$ cat config.mk
export PLATFORM = sky130hd
export DESIGN_NAME = muldiv_ctrl_flat
export DESIGN_NICKNAME = d
export VERILOG_FILES = /design/src/rtl/muldiv_pkg.sv /design/src/rtl/muldiv_if.sv /design/src/rtl/muldiv_step.sv /design/src/rtl/muldiv_ctrl.sv /design/src/flat_wrapper.sv
export SDC_FILE = /design/constraint.sdc
export NUM_CORES = 1
export LEC_CHECK = 0
export CAP_MARGIN = 10
export CORE_ASPECT_RATIO = 0.75
export CORE_UTILIZATION = 45
export CTS_CLUSTER_DIAMETER = 120
export DETAILED_ROUTE_END_ITERATION = 12
export PLACE_DENSITY_LB_ADDON = 0.1
export SYNTH_ARGS = -nofsm -noshare
export SYNTH_HDL_FRONTEND = slang
export SYNTH_HIERARCHICAL = 1
export SYNTH_SLANG_ARGS = --single-unit
$ cat constraint.sdc
create_clock -name clk -period 12.6 [get_ports clk]
set_clock_uncertainty 0.05 [all_clocks]
set_input_delay 2.52 -clock clk [delete_from_list [all_inputs] [get_ports clk]]
set_output_delay 2.52 -clock clk [all_outputs]
set_load 0.005 [all_outputs]
$ cat src/rtl/muldiv_pkg.sv
// Shared types and constants for the iterative multiply/divide unit.
package muldiv_pkg;

   localparam int unsigned XLEN     = 32;
   localparam int unsigned ITER_CNT = 32;
   localparam int unsigned CNT_W    = $clog2(ITER_CNT);
   localparam logic [XLEN-1:0] DIV0_QUOT = 32'hFFFF_FFFF;

   typedef enum logic [1:0] {
      OP_MULT  = 2'b00,
      OP_MULTU = 2'b01,
      OP_DIV   = 2'b10,
      OP_DIVU  = 2'b11
   } op_e;

   typedef enum logic [1:0] {
      S_IDLE = 2'b00,
      S_RUN  = 2'b01,
      S_FIX  = 2'b10,
      S_DONE = 2'b11
   } state_e;

   // Magnitude of x when treated as signed; x unchanged for unsigned ops.
   function automatic logic [XLEN-1:0] magnitude(input logic [XLEN-1:0] x, input logic is_signed);
      return (is_signed && x[XLEN-1]) ? -x : x;
   endfunction

endpackage

$ cat src/rtl/muldiv_if.sv
// Pipeline-side handshake and HI/LO access for muldiv_ctrl.
interface muldiv_if;
   import muldiv_pkg::*;

   logic            start;
   logic [1:0]      op;
   logic [XLEN-1:0] in1;
   logic [XLEN-1:0] in2;
   logic            flush;
   logic            wr_hi;
   logic            wr_lo;
   logic [XLEN-1:0] wdata;
   logic            busy;
   logic            done;
   logic [XLEN-1:0] hi;
   logic [XLEN-1:0] lo;

   modport master (
      output start, op, in1, in2, flush, wr_hi, wr_lo, wdata,
      input  busy, done, hi, lo
   );

   modport slave (
      input  start, op, in1, in2, flush, wr_hi, wr_lo, wdata,
      output busy, done, hi, lo
   );

endinterface

$ cat src/rtl/muldiv_step.sv
// One iteration on {acc, q}: shift-add multiply, or restoring shift-subtract
// divide when built with MULDIV_DIV_EN.
module muldiv_step
   import muldiv_pkg::*;
(
   input  logic            is_div,
   input  logic [XLEN-1:0] acc,
   input  logic [XLEN-1:0] q,
   input  logic [XLEN-1:0] b,
   output logic [XLEN-1:0] acc_nxt,
   output logic [XLEN-1:0] q_nxt
);

   logic [XLEN:0] sum;
`ifdef MULDIV_DIV_EN
   logic [XLEN:0] rem;
`else
   logic unused_is_div;
   assign unused_is_div = is_div;
`endif

   always_comb begin
      sum = {1'b0, acc} + {1'b0, b};
      // Multiplier bits leave q from the bottom while product bits enter from the top.
      if (q[0]) begin
         acc_nxt = sum[XLEN:1];
         q_nxt   = {sum[0], q[XLEN-1:1]};
      end else begin
         acc_nxt = {1'b0, acc[XLEN-1:1]};
         q_nxt   = {acc[0], q[XLEN-1:1]};
      end
`ifdef MULDIV_DIV_EN
      rem = {acc, q[XLEN-1]};
      if (is_div) begin
         if (rem >= {1'b0, b}) begin
            acc_nxt = rem[XLEN-1:0] - b;
            q_nxt   = {q[XLEN-2:0], 1'b1};
         end else begin
            acc_nxt = rem[XLEN-1:0];
            q_nxt   = {q[XLEN-2:0], 1'b0};
         end
      end
`endif
   end

endmodule

$ cat src/rtl/muldiv_ctrl.sv
// Iterative MIPS-style HI/LO multiply/divide controller.
// Divide datapath present only when MULDIV_DIV_EN is defined.
//
// state  | meaning
// IDLE   | no operation, HI/LO writable, start accepted
// RUN    | 32 shift-add / shift-subtract iterations on magnitudes
// FIX    | sign correction, HI/LO written at end of cycle
// DONE   | one-cycle result pulse, HI/LO writable, start accepted
module muldiv_ctrl
   import muldiv_pkg::*;
(
   input  logic    clk,
   input  logic    reset,
   muldiv_if.slave bus
);

   state_e            state_q, state_d;
   logic [CNT_W-1:0]  cnt_q, cnt_d;
   logic [XLEN-1:0]   acc_q, acc_d;
   logic [XLEN-1:0]   q_q, q_d;
   logic [XLEN-1:0]   b_q, b_d;
   logic [XLEN-1:0]   hi_q, hi_d;
   logic [XLEN-1:0]   lo_q, lo_d;
   logic              is_div_q, is_div_d;
   logic              neg_lo_q, neg_lo_d;
   logic              neg_hi_q, neg_hi_d;
   logic              div0_q, div0_d;

   logic [XLEN-1:0]   step_acc, step_q;
   logic              accept;
   logic              signed_op;
   logic [2*XLEN-1:0] prod;
`ifdef MULDIV_DIV_EN
   logic [XLEN-1:0]   quo, rem;
`else
   logic              unused_div;
   assign unused_div = neg_hi_q ^ div0_q;
`endif

   muldiv_step u_step (
      .is_div  (is_div_q),
      .acc     (acc_q),
      .q       (q_q),
      .b       (b_q),
      .acc_nxt (step_acc),
      .q_nxt   (step_q)
   );

   always_comb begin
      state_d  = state_q;
      cnt_d    = cnt_q;
      acc_d    = acc_q;
      q_d      = q_q;
      b_d      = b_q;
      hi_d     = hi_q;
      lo_d     = lo_q;
      is_div_d = is_div_q;
      neg_lo_d = neg_lo_q;
      neg_hi_d = neg_hi_q;
      div0_d   = div0_q;
      prod     = '0;
`ifdef MULDIV_DIV_EN
      quo      = '0;
      rem      = '0;
`endif
      signed_op = (bus.op == OP_MULT) || (bus.op == OP_DIV);
      accept    = ((state_q == S_IDLE) || (state_q == S_DONE)) && bus.start && !bus.flush;

      case (state_q)
         S_IDLE, S_DONE: begin
            state_d = S_IDLE;
            if (accept) begin
               state_d  = S_RUN;
               cnt_d    = CNT_W'(ITER_CNT - 1);
               acc_d    = '0;
               q_d      = magnitude(bus.in1, signed_op);
               b_d      = magnitude(bus.in2, signed_op);
               is_div_d = bus.op[1];
               neg_lo_d = signed_op && (bus.in1[XLEN-1] ^ bus.in2[XLEN-1]);
               neg_hi_d = bus.op[1] ? (signed_op && bus.in1[XLEN-1])
                                    : (signed_op && (bus.in1[XLEN-1] ^ bus.in2[XLEN-1]));
               div0_d   = bus.op[1] && (bus.in2 == '0);
            end
            if (bus.wr_hi) hi_d = bus.wdata;
            if (bus.wr_lo) lo_d = bus.wdata;
         end
         S_RUN: begin
            acc_d = step_acc;
            q_d   = step_q;
            if (cnt_q == '0) state_d = S_FIX;
            else             cnt_d   = cnt_q - CNT_W'(1);
         end
         S_FIX: begin
            state_d = S_DONE;
            if (!bus.flush) begin
               if (!is_div_q) begin
                  prod = {acc_q, q_q};
                  if (neg_lo_q) prod = -prod;
                  hi_d = prod[2*XLEN-1:XLEN];
                  lo_d = prod[XLEN-1:0];
               end
`ifdef MULDIV_DIV_EN
               else begin
                  quo  = neg_lo_q ? -q_q : q_q;
                  rem  = neg_hi_q ? -acc_q : acc_q;
                  // A zero divisor leaves the dividend magnitude in acc, so rem is in1.
                  lo_d = div0_q ? DIV0_QUOT : quo;
                  hi_d = rem;
               end
`endif
            end
         end
         default: state_d = S_IDLE;
      endcase

      if (bus.flush) state_d = S_IDLE;
   end

   always_ff @(posedge clk or posedge reset) begin
      if (reset) begin
         state_q  <= S_IDLE;
         cnt_q    <= '0;
         acc_q    <= '0;
         q_q      <= '0;
         b_q      <= '0;
         hi_q     <= '0;
         lo_q     <= '0;
         is_div_q <= 1'b0;
         neg_lo_q <= 1'b0;
         neg_hi_q <= 1'b0;
         div0_q   <= 1'b0;
      end else begin
         state_q  <= state_d;
         cnt_q    <= cnt_d;
         acc_q    <= acc_d;
         q_q      <= q_d;
         b_q      <= b_d;
         hi_q     <= hi_d;
         lo_q     <= lo_d;
         is_div_q <= is_div_d;
         neg_lo_q <= neg_lo_d;
         neg_hi_q <= neg_hi_d;
         div0_q   <= div0_d;
      end
   end

   assign bus.busy = (state_q == S_RUN) || (state_q == S_FIX);
   assign bus.done = (state_q == S_DONE);
   assign bus.hi   = hi_q;
   assign bus.lo   = lo_q;

endmodule

$ cat src/flat_wrapper.sv
// flat-port wrapper written by rule: the top's interface ports become plain ports
module muldiv_ctrl_flat import muldiv_pkg::*;
  (clk, reset, bus_start, bus_op, bus_in1, bus_in2, bus_flush, bus_wr_hi, bus_wr_lo, bus_wdata, bus_busy, bus_done, bus_hi, bus_lo);
  muldiv_if bus_i ();
  input  logic clk;
  input  logic reset;
  input wire logic [$bits(bus_i.start)-1:0] bus_start;
  input wire logic [$bits(bus_i.op)-1:0] bus_op;
  input wire logic [$bits(bus_i.in1)-1:0] bus_in1;
  input wire logic [$bits(bus_i.in2)-1:0] bus_in2;
  input wire logic [$bits(bus_i.flush)-1:0] bus_flush;
  input wire logic [$bits(bus_i.wr_hi)-1:0] bus_wr_hi;
  input wire logic [$bits(bus_i.wr_lo)-1:0] bus_wr_lo;
  input wire logic [$bits(bus_i.wdata)-1:0] bus_wdata;
  output wire logic [$bits(bus_i.busy)-1:0] bus_busy;
  output wire logic [$bits(bus_i.done)-1:0] bus_done;
  output wire logic [$bits(bus_i.hi)-1:0] bus_hi;
  output wire logic [$bits(bus_i.lo)-1:0] bus_lo;
  assign bus_i.start = bus_start;
  assign bus_i.op = bus_op;
  assign bus_i.in1 = bus_in1;
  assign bus_i.in2 = bus_in2;
  assign bus_i.flush = bus_flush;
  assign bus_i.wr_hi = bus_wr_hi;
  assign bus_i.wr_lo = bus_wr_lo;
  assign bus_i.wdata = bus_wdata;
  assign bus_busy = bus_i.busy;
  assign bus_done = bus_i.done;
  assign bus_hi = bus_i.hi;
  assign bus_lo = bus_i.lo;
  muldiv_ctrl u_core (.clk(clk), .reset(reset), .bus(bus_i));
endmodule
==> results of run 1 <==
## critical path: stages
cell	delay [ps]
sky130_fd_sc_hd__clkdlybuf4s50_1	470
sky130_fd_sc_hd__nor3b_1	780
sky130_fd_sc_hd__o22ai_4	100
sky130_fd_sc_hd__buf_4	320
sky130_fd_sc_hd__inv_1	380
sky130_fd_sc_hd__nand2_1	500
sky130_fd_sc_hd__nor2_1	220
sky130_fd_sc_hd__a311oi_1	110
## sequential cells by signal, summed over array words and instances (netlist names)
| signal | cells |
|---|---|
| u_core/neg_lo_q | 1 |
| u_core/cnt_q | 5 |
| u_core/q_q | 32 |
| u_core/b_q | 32 |
| u_core/is_div_q | 1 |
| u_core/state_q | 2 |
| u_core/bus.lo | 32 |
| u_core/acc_q | 32 |
| u_core/bus.hi | 32 |
## area by class of cell
cell class,instances,area [um^2],area share [%]
repair buffers,182,1790,12.0
well taps,351,439,2.94
inverters,30,118,0.788
multi-input cells,1229,7720,51.7
clock inverters,11,170,1.14
clock buffers,21,460,3.09
flip-flops and latches,169,4230,28.3
## worst max-delay path by stage
stage / to / depth (start not counted)
floorplan: u_core/acc_q[0]$_DFFE_PP0P_ / 1
global route: u_core/bus.hi[25]$_DFFE_PP0P_ / 8
CTS: u_core/bus.hi[25]$_DFFE_PP0P_ / 8
global placement: u_core/bus.hi[25]$_DFFE_PP0P_ / 8
detailed placement: u_core/bus.hi[25]$_DFFE_PP0P_ / 8
finish: u_core/bus.hi[25]$_DFFE_PP0P_ / 8
## cell families after synthesis
logic type	synth area share, %
adder cells (fa/ha/maj)	4.04
buffers and inverters	5.49
AND/OR/NAND/NOR	21.9
XOR/XNOR	9.40
AO/OA/AOI/OAI	22.3
multiplexers	3.30
flip-flops	33.6
## power by group through the flow
stage          combinational [mW]  clock (mW)  sequential (mW)
4_1_cts                      2.06       0.580             1.08
3_3_place_gp                 2.02           0             1.09
3_5_place_dp                 2.05           0             1.09
6_report                     2.08       0.577             1.09
2_1_floorplan                1.47           0            0.978
5_1_grt                      2.31       0.607             1.12
## cell usage in the layout (no fill, tap or decap), types with 25 or more instances in the layout
master	count
sky130_fd_sc_hd__a21oi_1	136
sky130_fd_sc_hd__clkdlybuf4s50_1	169
sky130_fd_sc_hd__dfrtp_1	168
sky130_fd_sc_hd__ha_1	37
sky130_fd_sc_hd__inv_1	29
sky130_fd_sc_hd__nand2_1	202
sky130_fd_sc_hd__nand3_1	56
sky130_fd_sc_hd__nor2_1	119
sky130_fd_sc_hd__nor3_1	25
sky130_fd_sc_hd__o21ai_0	136
sky130_fd_sc_hd__o31ai_1	34
sky130_fd_sc_hd__or3_1	33
sky130_fd_sc_hd__xnor2_1	58
sky130_fd_sc_hd__xor2_1	77
## stage by stage
stage | setup slack (ps) | area [um^2]
floorplan | 5450 | 12600
global placement | 7190 | 14300
detailed placement | 7060 | 14300
CTS | 7510 | 14900
global route | 7200 | 14900
finish | 7420 | 14900
## routing by layer
metal  part of all wire (%)  vias to the layer above  GRT usage, %
met5                      0                        -             0
met4                    1.4                        0          6.77
met3                    7.8                       34          5.72
met2                     40                      461          39.2
met1                     50                     5731          44.5
li1                       -                     5723             -
==> impl_metrics.env, run 1 <==
export IMPL_detailroute_via_count=11900
export IMPL_min_period_ps=5180
export IMPL_peakVddDrop_mv=0.149
export IMPL_timing_critical_path_from_type="input port"
export IMPL_reg2reg_from="u_core/state_q[0]$_DFFE_PP0P_"
export IMPL_p_switching_mw=1.75
export IMPL_post_synthesis_cell_area_um2=12600
export IMPL_power_switching_share_pct=46.8
export IMPL_total_power_mw=3.75
export IMPL_p_clk_share_pct=15.4
export IMPL_min_to="u_core/bus.lo[10]$_DFFE_PP0P_"
export IMPL_synth_yosys_seq_area_share_pct=33.6
export IMPL_cts_hold_buf=0
export IMPL_netlist_area_leader_share_pct=33.6
export IMPL_critPathCaptureType="flop"
export IMPL_maximum_number_of_pins_on_one_net_before_global_route_repair=69
export IMPL_core_um2=27200
export IMPL_htreeDepth=4
export IMPL_synth_most_common_cell="sky130_fd_sc_hd__nand2_1"
export IMPL_route_detailed_vias_per_inst=6.00
export IMPL_grtUsageTotal_pct=28.4
export IMPL_hold_start="u_core/bus.lo[10]$_DFFE_PP0P_"
export IMPL_ys_top_cells_by_count="sky130_fd_sc_hd__nand2_1, sky130_fd_sc_hd__dfrtp_1, sky130_fd_sc_hd__a21oi_1, sky130_fd_sc_hd__o21ai_0, sky130_fd_sc_hd__nor2_1"
export IMPL_diodes=0
export IMPL_cts_root_cell="sky130_fd_sc_hd__clkbuf_16"
export IMPL_number_of_primary_i_o_pins=170
export IMPL_gp_congestion=0.901
export IMPL_total_count_of_hold_check_failures_in_the_final_report=0
export IMPL_clock_sink_count=169
export IMPL_postCtsResizedCells=0
export IMPL_core_rowCount=52
export IMPL_routedWlPerCell_um=20.1
export IMPL_post_route_cells_drive_above_1_share_pct=5.97
export IMPL_drcViolationCount=0
export IMPL_area_growth_synth_to_final_pct=18.6
export IMPL_clock_latency_ps=440
export IMPL_clock_tree_from_tritoncts="yes"
export IMPL_io_buffers=169
export IMPL_chipHeight_um=147
export IMPL_cts_max_path_buffers=2
export IMPL_grt_setup_unrepaired="false"
export IMPL_timing_slew_headroom_pct=24.1
export IMPL_layout_worst_path_cycle_share_pct=41.1
export IMPL_avgSynthCellArea_um2=8.13
export IMPL_clkTransAtPathRegs_ps=70
export IMPL_finalHoldWorstSlack_ps=433
export IMPL_tritoncts_num_buffers=17
export IMPL_detailedRoute_firstIterationViolations=1076
export IMPL_nets=1773
export IMPL_static_leakage_power_nw=6.24
export IMPL_pwr_density_cell_nw_per_um2=251
export IMPL_whs_path_depth=1
export IMPL_timing_final_setup_violations=0
export IMPL_cap_viol_max_count=0
export IMPL_final_max_slew_viol_count=0
export IMPL_ys_top_cells_by_area="sky130_fd_sc_hd__dfrtp_1, sky130_fd_sc_hd__nand2_1, sky130_fd_sc_hd__a21oi_1, sky130_fd_sc_hd__o21ai_0, sky130_fd_sc_hd__xor2_1"
export IMPL_die_area_um2=28600
export IMPL_p_comb_share_pct=55.6
export IMPL_first_global_vias=11100
export IMPL_p_int_mw=1.99
export IMPL_syn_nets=1692
export IMPL_syn_inst=1548
export IMPL_critical_path_fanout_max=51
export IMPL_hp_class="flop to flop"
export IMPL_r2r_setup_slack_ps=8850
export IMPL_nFillCells=2539
export IMPL_antenna_violating_nets_post_route=0
export IMPL_power_share_sequential_pct=29.0
export IMPL_start_util_pct=46.3
export IMPL_ys_seq_elements=169
export IMPL_drt_pre_antenna_iters=5
export IMPL_synth_edff_count=0
export IMPL_worstReg2RegEnd="u_core/bus.hi[25]$_DFFE_PP0P_"
export IMPL_number_of_different_library_cells_in_the_post_synthesis_netlist=78
export IMPL_critPathArrivalTime_ps=5430
export IMPL_setup_worst_path_start="bus_flush"
export IMPL_placed_cells=1961
export IMPL_overall_die_width_um=195
export IMPL_worstSetupPathType="input port to flop"
export IMPL_fmax_mhz=193
export IMPL_required_time_reported_for_the_critical_path_endpoint_ps=12850
export IMPL_most_used_flip_flop_cell_after_synthesis="sky130_fd_sc_hd__dfrtp_1"
export IMPL_hpwl_detailed_um=30300
export IMPL_synthesis_yosys_warnings=6
export IMPL_grt_first_pass_wirelength_um=63600
export IMPL_setup_bufs_post_cts=0
export IMPL_setup_tns_ps=0
export IMPL_grt_antenna_before_repair=0
export IMPL_overflow=0
export IMPL_synthDominantAreaCellType="sky130_fd_sc_hd__dfrtp_1"
export IMPL_routed_wl_um=40100
export IMPL_postLayoutCoreUtil_pct=54.9
export IMPL_rr_worst_depth=10
export IMPL_run_status="complete, no violations"
export IMPL_synth_async_reset_ratio_pct=100
export IMPL_post_layout_nonfiller_instances=1993
export IMPL_worst_slew_pin_tran_ps=1140
No activity file was read; power rests on OpenSTA's default activity.
==> run 2, diff against run 1 <==
- clock period: 12.6 -> 4.35 ns (I/O delays scaled with it)
==> run 2 against run 1 <==
Effect of this change: first-iteration DRC count increased by 4.6%; sequential power increased to 3.0 times the previous value; via count increased by 0.19%; routed wire length decreased by 1.1%; global-route usage decreased by 0.40 points; power increased to 2.9 times the previous value; sequential cell count unchanged; die area unchanged; hold slack got worse by 1.7 ps; critical endpoint is now u_core/bus.hi[29]$_DFFE_PP0P_; largest cell class unchanged; highest routed layer unchanged.
==> impl_metrics.env, run 2 (synthesized netlist as in run 1, its figures left out) <==
export IMPL_worst_slew_pin_tran_ps=1250
export IMPL_tritoncts_num_buffers=17
export IMPL_static_leakage_power_nw=6.30
export IMPL_hp_class="flop to flop"
export IMPL_drt_pre_antenna_iters=5
export IMPL_fmax_mhz=304
export IMPL_reg2reg_from="u_core/q_q[4]$_DFFE_PP0P_"
export IMPL_worstSetupPathType="flop to flop"
export IMPL_multi_input_logic_area_um2=7720
export IMPL_setup_worst_path_start="u_core/q_q[4]$_DFFE_PP0P_"
export IMPL_die_area_um2=28600
export IMPL_drcViolationCount=0
export IMPL_critical_path_fanout_max=11
export IMPL_critPathCaptureType="flop"
export IMPL_routedWlPerCell_um=19.8
export IMPL_timing_critical_path_from_type="flop"
export IMPL_nets=1783
export IMPL_min_period_ps=3290
export IMPL_cap_viol_max_count=0
export IMPL_route_detailed_vias_per_inst=5.98
export IMPL_grt_first_pass_wirelength_um=62900
export IMPL_rr_worst_depth=6
export IMPL_m1WireLength_um=19900
export IMPL_htreeDepth=4
export IMPL_area_growth_synth_to_final_pct=19.5
export IMPL_wl_met2_um=16400
export IMPL_setup_bufs_post_cts=0
export IMPL_core_rowCount=52
export IMPL_overflow=0
export IMPL_io_buffers=169
export IMPL_timing_slew_headroom_pct=16.3
export IMPL_cts_root_cell="sky130_fd_sc_hd__clkbuf_16"
export IMPL_setup_tns_ps=0
export IMPL_hold_start="u_core/bus.lo[1]$_DFFE_PP0P_"
export IMPL_worstReg2RegEnd="u_core/bus.hi[29]$_DFFE_PP0P_"
export IMPL_postCtsResizedCells=0
export IMPL_detailroute_wirelength_met3_um=2950
export IMPL_run_status="complete, no violations"
export IMPL_nFillCells=2551
export IMPL_number_of_primary_i_o_pins=170
export IMPL_post_route_cells_drive_above_1_share_pct=6.66
export IMPL_grt_antenna_before_repair=0
export IMPL_routed_wl_um=39600
export IMPL_clkTransAtPathRegs_ps=70
export IMPL_design_area_um2=15000
export IMPL_clock_sink_count=169
export IMPL_maximum_number_of_pins_on_one_net_before_global_route_repair=90
export IMPL_detailedRoute_firstIterationViolations=1126
export IMPL_detailroute_via_count=12000
export IMPL_cts_hold_buf=0
export IMPL_min_to="u_core/bus.lo[1]$_DFFE_PP0P_"
export IMPL_peakVddDrop_mv=0.596
export IMPL_whs_path_depth=1
export IMPL_layout_worst_path_cycle_share_pct=75.6
export IMPL_pwr_density_cell_nw_per_um2=729
export IMPL_cts_max_path_buffers=2
export IMPL_r2r_setup_slack_ps=1060
export IMPL_core_um2=27200
export IMPL_grt_setup_unrepaired="false"
export IMPL_hpwl_detailed_um=30300
export IMPL_sequential_cell_area_um2=4230
export IMPL_first_global_vias=11200
export IMPL_dpl_cell_area_um2=14400
export IMPL_overall_die_width_um=195
export IMPL_timing_final_setup_violations=0
export IMPL_critPathArrivalTime_ps=3510
export IMPL_start_util_pct=46.3
export IMPL_diodes=0
export IMPL_clock_latency_ps=440
export IMPL_layout_cells_most_common_list="sky130_fd_sc_hd__nand2_1, sky130_fd_sc_hd__clkdlybuf4s50_1, sky130_fd_sc_hd__dfrtp_1"
export IMPL_chipHeight_um=147
export IMPL_antenna_violating_nets_post_route=0
export IMPL_required_time_reported_for_the_critical_path_endpoint_ps=4570
export IMPL_mostFrequentLayoutCell="sky130_fd_sc_hd__nand2_1"
export IMPL_clock_tree_from_tritoncts="yes"
export IMPL_gp_congestion=0.940
export IMPL_grtUsageTotal_pct=28.0
export IMPL_total_count_of_hold_check_failures_in_the_final_report=0
export IMPL_highest_layer="met4"
export IMPL_final_max_slew_viol_count=0
-- run 2: critical path: stages (launching register included) --
cell and delay, ps:
sky130_fd_sc_hd__dfrtp_1 490, sky130_fd_sc_hd__nor4_1 730, sky130_fd_sc_hd__nand4_1 320, sky130_fd_sc_hd__or4_4 710, sky130_fd_sc_hd__o41ai_1 460, sky130_fd_sc_hd__xor2_1 240
sky130_fd_sc_hd__o221ai_1 130
-- run 2: area by class of cell --
class                           count  area share [%]
Sequential cell                   169            28.1
Inverter                           30           0.774
Clock buffer                       18            2.92
Clock inverter                     14            1.30
Multi-Input combinational cell   1229            51.3
Tap cell                          351            2.92
Timing Repair Buffer              192            12.6
-- run 2: how the worst max path moves through the flow --
stage                                         end  slack (ps)  depth (start not counted)
floorplan             u_core/acc_q[0]$_DFFE_PP0P_        1280                          1
global placement       u_core/b_q[29]$_DFFE_PP0P_         770                          7
detailed placement     u_core/b_q[29]$_DFFE_PP0P_         680                          7
CTS                 u_core/bus.hi[29]$_DFFE_PP0P_        1130                          6
global route        u_core/bus.hi[29]$_DFFE_PP0P_         860                          6
finish              u_core/bus.hi[29]$_DFFE_PP0P_        1060                          6
-- run 2: through the flow --
stage / util (%) / instances / power, mW / hold WS [ps] / setup WS (ps)
6_report: 55.3 / 2003 / 11.0 / 431 / 1060
5_1_grt: 55.3 / 2003 / 11.8 / 448 / 857
4_1_cts: 55.3 / 2003 / 10.9 / 436 / 1130
3_5_place_dp: 53.0 / 1971 / 9.20 / 419 / 681
3_3_place_gp: 53.0 / 1971 / 9.11 / 416 / 774
2_1_floorplan: - / 1548 / 7.09 / 406 / 1280
-- run 2: power breakdown --
| group | switching [mW] | internal [mW] |
|---|---|---|
| clock network | 0.689 | 0.981 |
| registers | 0.948 | 2.28 |
| logic | 3.47 | 2.58 |
| total | 5.11 | 5.85 |
-- run 2: per-layer routing --
layer / vias to the layer above / GRT usage, %
met5: - / 0
met4: 0 / 5.12
met3: 18 / 5.23
met2: 397 / 39.5
met1: 5807 / 44.1
li1: 5750 / -
